**src/rtl/coord_source_mux.sv**
```systemverilog
// coord_source_mux
//   Selects one of NUM_SRC (x,y) coordinate sources with two operator switches.
//   It drives a slew-rate-limited target to the arm IK/servo path. When the
//   active source stops sending valid samples, the target returns to a home pose.
// Ports:
//   clk, reset           clock; synchronous active-low reset
//   next_src, prev_src   switch levels; a rising edge steps the active source up or down
//   src_x, src_y         packed per-source coordinates; source i is at [i*COORD_W +: COORD_W]
//   src_valid            per-source sample strobes
//   out_x, out_y         slewed target (registered)
//   active_src           selected source (registered)
//   state                0=WAIT, 1=TRACK, 2=STALE (registered)
//   at_target            high when out equals the current target
//   stale                high in STALE
module coord_source_mux #(
  parameter int NUM_SRC       = 4,
  parameter int COORD_W       = 8,
  parameter int STEP          = 1,
  parameter int TICK_DIV      = 100000,
  parameter int TIMEOUT_TICKS = 50,
  parameter int HOME_X        = 4,
  parameter int HOME_Y        = 4,
  parameter int DEFAULT_SRC   = 0
) (
  input  logic                       clk,
  input  logic                       reset,
  input  logic                       next_src,
  input  logic                       prev_src,
  input  logic [NUM_SRC*COORD_W-1:0] src_x,
  input  logic [NUM_SRC*COORD_W-1:0] src_y,
  input  logic [NUM_SRC-1:0]         src_valid,
  output logic [COORD_W-1:0]         out_x,
  output logic [COORD_W-1:0]         out_y,
  output logic [$clog2(NUM_SRC)-1:0] active_src,
  output logic [1:0]                 state,
  output logic                       at_target,
  output logic                       stale
);
  localparam int SW = $clog2(NUM_SRC);
  localparam int TW = $clog2(TICK_DIV);
  localparam int CW = $clog2(TIMEOUT_TICKS + 1);
  localparam logic [COORD_W:0]   STEP_W = (COORD_W+1)'(STEP);
  localparam logic [COORD_W-1:0] HX     = COORD_W'(HOME_X);
  localparam logic [COORD_W-1:0] HY     = COORD_W'(HOME_Y);

  typedef enum logic [1:0] {S_WAIT = 2'd0, S_TRACK = 2'd1, S_STALE = 2'd2} state_t;

  state_t             state_q, state_d;
  logic [COORD_W-1:0] tgt_x, tgt_y, tgt_x_d, tgt_y_d, out_x_d, out_y_d;
  logic [SW-1:0]      active_d;
  logic [TW-1:0]      tick_cnt, tick_cnt_d;
  logic [CW-1:0]      to_cnt, to_cnt_d;
  logic               next_q, prev_q;
  logic               tick, rise_next, rise_prev, src_chg, sel_valid;
  logic [COORD_W-1:0] sx [NUM_SRC];
  logic [COORD_W-1:0] sy [NUM_SRC];

  for (genvar i = 0; i < NUM_SRC; i++) begin : g_unpack
    assign sx[i] = src_x[i*COORD_W +: COORD_W];
    assign sy[i] = src_y[i*COORD_W +: COORD_W];
  end

  // Move at most STEP toward tgt. The COORD_W+1 math keeps the difference
  // from wrapping, and snapping to tgt prevents overshoot.
  function automatic logic [COORD_W-1:0] slew(input logic [COORD_W-1:0] cur,
                                               input logic [COORD_W-1:0] tgt);
    logic [COORD_W:0] c, t, s;
    c = {1'b0, cur};
    t = {1'b0, tgt};
    if (t >= c) s = ((t - c) <= STEP_W) ? t : c + STEP_W;
    else        s = ((c - t) <= STEP_W) ? t : c - STEP_W;
    return s[COORD_W-1:0];
  endfunction

  always_comb begin
    tick      = (tick_cnt == TW'(TICK_DIV - 1));
    rise_next = next_src & ~next_q;
    rise_prev = prev_src & ~prev_q;
    src_chg   = rise_next ^ rise_prev;   // both edges at once cancel
    sel_valid = src_valid[active_src] & ~src_chg;

    state_d    = state_q;
    tgt_x_d    = tgt_x;
    tgt_y_d    = tgt_y;
    active_d   = active_src;
    to_cnt_d   = to_cnt;
    tick_cnt_d = tick ? '0 : tick_cnt + TW'(1);
    // The slew step uses the registered tgt, so a sample arriving on the
    // same cycle as a tick only takes effect on the following tick.
    out_x_d    = tick ? slew(out_x, tgt_x) : out_x;
    out_y_d    = tick ? slew(out_y, tgt_y) : out_y;

    if (rise_next && !rise_prev)
      active_d = (active_src == SW'(NUM_SRC - 1)) ? '0 : active_src + SW'(1);
    else if (rise_prev && !rise_next)
      active_d = (active_src == '0) ? SW'(NUM_SRC - 1) : active_src - SW'(1);

    if (src_chg) begin
      state_d  = S_WAIT;
      to_cnt_d = '0;
    end else if (sel_valid) begin
      state_d  = S_TRACK;
      to_cnt_d = '0;
      tgt_x_d  = sx[active_src];
      tgt_y_d  = sy[active_src];
    end else if (state_q != S_STALE && tick) begin
      if (to_cnt == CW'(TIMEOUT_TICKS - 1)) begin
        state_d  = S_STALE;
        to_cnt_d = CW'(TIMEOUT_TICKS);   // held while stale
        tgt_x_d  = HX;
        tgt_y_d  = HY;
      end else begin
        to_cnt_d = to_cnt + CW'(1);
      end
    end
  end

  always_ff @(posedge clk) begin
    // Edge registers also load during reset, so a switch held through
    // reset does not produce an edge.
    next_q <= next_src;
    prev_q <= prev_src;
    if (!reset) begin
      state_q    <= S_WAIT;
      out_x      <= HX;
      out_y      <= HY;
      tgt_x      <= HX;
      tgt_y      <= HY;
      active_src <= SW'(DEFAULT_SRC);
      tick_cnt   <= '0;
      to_cnt     <= '0;
    end else begin
      state_q    <= state_d;
      out_x      <= out_x_d;
      out_y      <= out_y_d;
      tgt_x      <= tgt_x_d;
      tgt_y      <= tgt_y_d;
      active_src <= active_d;
      tick_cnt   <= tick_cnt_d;
      to_cnt     <= to_cnt_d;
    end
  end

  assign state     = state_q;
  assign at_target = (out_x == tgt_x) && (out_y == tgt_y);
  assign stale     = (state_q == S_STALE);
endmodule
```
**config.mk**
```make
export PLATFORM = sky130hd
export DESIGN_NAME = coord_source_mux
export DESIGN_NICKNAME = d
export VERILOG_FILES = /design/src/rtl/coord_source_mux.sv
export SDC_FILE = /design/constraint.sdc
export NUM_CORES = 1
export LEC_CHECK = 0
export CAP_MARGIN = 20
export CORE_MARGIN = 4
export CORE_UTILIZATION = 40
export CTS_BUF_LIST = sky130_fd_sc_hd__clkbuf_16
export CTS_CLUSTER_DIAMETER = 50
export DETAILED_ROUTE_END_ITERATION = 12
export PLACE_DENSITY = 0.7
export SLEW_MARGIN = 5
export SYNTH_ARGS = -nofsm -noshare
export SYNTH_HDL_FRONTEND = slang
export SYNTH_SLANG_ARGS = --single-unit
```
**constraint.sdc**
```tcl
create_clock -name clk -period 7.9 [get_ports clk]
set_clock_uncertainty 0.2 [all_clocks]
set_input_delay 2.37 -clock clk [delete_from_list [all_inputs] [get_ports clk]]
set_output_delay 2.37 -clock clk [all_outputs]
set_load 0.005 [all_outputs]
```
==> metrics.txt <==
yosys synthesis warning count=0; Post-synth EDFFs=0; Crit path largest cell delay=0.57 ns; RD Place Congestion=0.950; filler instances=1226; fin. max-slew vios=0; Routed WL per cell=17.0 um; Synth area leader=dfxtp_1; Hold Buf Count CTS=0; IO Port Bufs=93; Synth Cell Area=5250 um2; Pwr Density=~190 nW/um2; initial antenna violation count=0; top-count cell post-synth=nor2_1; CTS tree=done; Gate power share=0.383; Peak VDD IR=between 0.1 and 0.15 mV; Placed Cells=872; Internal=~790 uW; Multi-input gate area=3680 um2; switch share=0.348; GRT Total Usage=0.206; Die Width=approximately 120 um; CTS sink cnt=just over 60; Post-synth top cells=nor2_1, dfxtp_1, inv_1; die area=between 15000 and 20000 um2; grt met3 use=0.0461; FF+latch area=roughly 1200 um2; Final min period=about 5.2 ns; Overflow after GRT=0; layout cell share with drive strength beyond 1=0.0698; Root Buffer=clkbuf_16; drt first pass iters=5; worst-skew pair later-pin latency=between 0.3 and 0.4 ns; CP max-delay cell=clkdlybuf4s50_1; prevailing post-synth register cell=dfxtp_1; clk slew on worst S/H paths=0.06 ns; worst hold-check path type=reg -> reg; vias in the first global route=just over 5000; global-route wire length before repair=between 20000 and 25000 um; vias per inst=between 5 and 6; met1 Use GR=0.267; status=completed; met2 GRT Util=0.342; final hold violations=0; io pins=94; CTS-repair resized insts=0; Psw=424 uW; pin count of the biggest net entering global routing=23; critical path capture point type=output port; DR iter-0 viols=475; Net Count, Synth=roughly 760; max_cap viols=0; syn avg cell area=roughly 8.3 um2; post-synth top area share=0.232; RSZ-0062 raised after global routing=false; CP Class=reg -> out; worst-margin pin slew=between 1 and 1.5 ns; busiest layer in global routing=met2; Yosys cell types=70; Area contributors post-synth=dfxtp_1, ha_1, mux4_2, nor2_1, a21oi_1; # setup viols final=0; fin cells=approximately 890; Starting Density=0.413; Final ANT Viol Nets=0; NumNets Final=between 800 and 900; critical path fanouts, max=12; Fmax=between 0.15 and 0.2 GHz; total wire length=around 15000 um; period utilization=0.664; number of post-CTS setup repair buffers=0; H-tree depth=3; Mapped Cells=between 600 and 700; hpwl dp=roughly 12000 um; total number of vias=around 5200; Max transition margin=0.305; sequential-to-total area share from yosys stat=0.232; Critical Path RT=between 5 and 6 ns; Core ar.=12700 um2; Critical Path, Cell by Cell=inv_1 > ha_1 > nand4_1 > nor4_1 > clkdlybuf4s50_1; die height=123 um; cts bufs inserted=9; Area Growth Syn to Fin=24.9%; Clk pwr share=0.334; CP Launch Type=register; P_leak=around 0.0025 uW; number of remaining DRC errors=0; Final TNS setup=0 ns; Inserted Diodes=0; ys async rst share=0; crit path DAT=~2.7 ns; clk buf depth=2; sequential power share=0.283; Yosys reg bits=between 60 and 70; row count=41
==> cell type report <==
cell class,count,share of cell area
sequential,61,0.186
clock inverter,7,0.0126
inverter,52,0.0298
clock buffer,9,0.0343
tap,172,0.0328
timing repair buffer,94,0.143
multi-input combinational,493,0.561
==> layout by cell type (no fill, tap or decap), types with 17 or more instances in the layout <==
cell             Yosys  layout
inv_1               50      52
nand2_1             33      33
nor2_1              66      66
o21ai_0             28      28
clkdlybuf4s50_1      0      93
a21oi_1             40      40
nor3_1              20      20
xor2_1              19      19
dfxtp_1             61      61
ha_1                44      44
mux4_2              17      17
nand3_1             25      25
==> power by group through the flow <==
| stage | Combinational, uW | Clock (uW) | Sequential, uW |
|---|---|---|---|
| 3_5_place_dp | 458 | 0 | 351 |
| 5_1_grt | 509 | 426 | 348 |
| 3_3_place_gp | 452 | 0 | 350 |
| 2_1_floorplan | 347 | 0 | 339 |
| 4_1_cts | 460 | 414 | 345 |
| 6_report | 467 | 406 | 345 |
==> through the flow <==
step	instance area, um2	hold slack, ns	power (uW)	utilization	setup WS, ns
after floorplan	5250	0.230	686	-	3.82
after global placement	6250	0.244	802	0.491	3.03
after detailed placement	6250	0.250	809	0.491	2.99
after CTS	6560	0.262	1220	0.516	2.67
after global routing	6560	0.287	1280	0.516	2.43
final	6560	0.263	1220	0.516	2.65
==> layer usage <==
layer,share of wire,up-vias
met5,0,-
met4,0.019,0
met3,0.073,25
met2,0.47,219
met1,0.44,2451
li1,-,2478
==> worst max-delay path: cells and delay by family, from the launching register on <==
family	cells	cell delay (ns)
and+or+nand+nor	2	0.62
buffers and inverters	2	0.70
adders and majority gates	1	0.55
DFF	1	0.46
==> registers in the layout (all words and copies together), names as in the netlist <==
register and count:
tick_cnt 17, out_x 8, out_y 8, tgt_x 8, tgt_y 8, to_cnt 6
active_src 2, state 2, next_q 1, prev_q 1
==> worst paths after layout <==
| check | start | endpoint | slack [ns] | cells past startpoint |
|---|---|---|---|---|
| max | out_y[4] | at_target | 2.65 | 5 |
| min reg2reg | tick_cnt[0] | tick_cnt[0] | 0.26 | 1 |
| max reg2reg | out_x[0] | out_x[3] | 4.08 | 11 |
| min | tick_cnt[0] | tick_cnt[0] | 0.26 | 1 |
==> kinds of logic after synthesis <==
family / after synthesis / share of synthesized area
buffers and inverters: 81 / 0.0665
adder cells (fa/ha/maj): 48 / 0.120
AO/OA/AOI/OAI: 175 / 0.234
flip-flops: 61 / 0.232
multiplexers: 20 / 0.0788
XOR/XNOR: 35 / 0.0584
AND/OR/NAND/NOR: 215 / 0.209
Note: power is estimated with default switching activity, not from simulation.
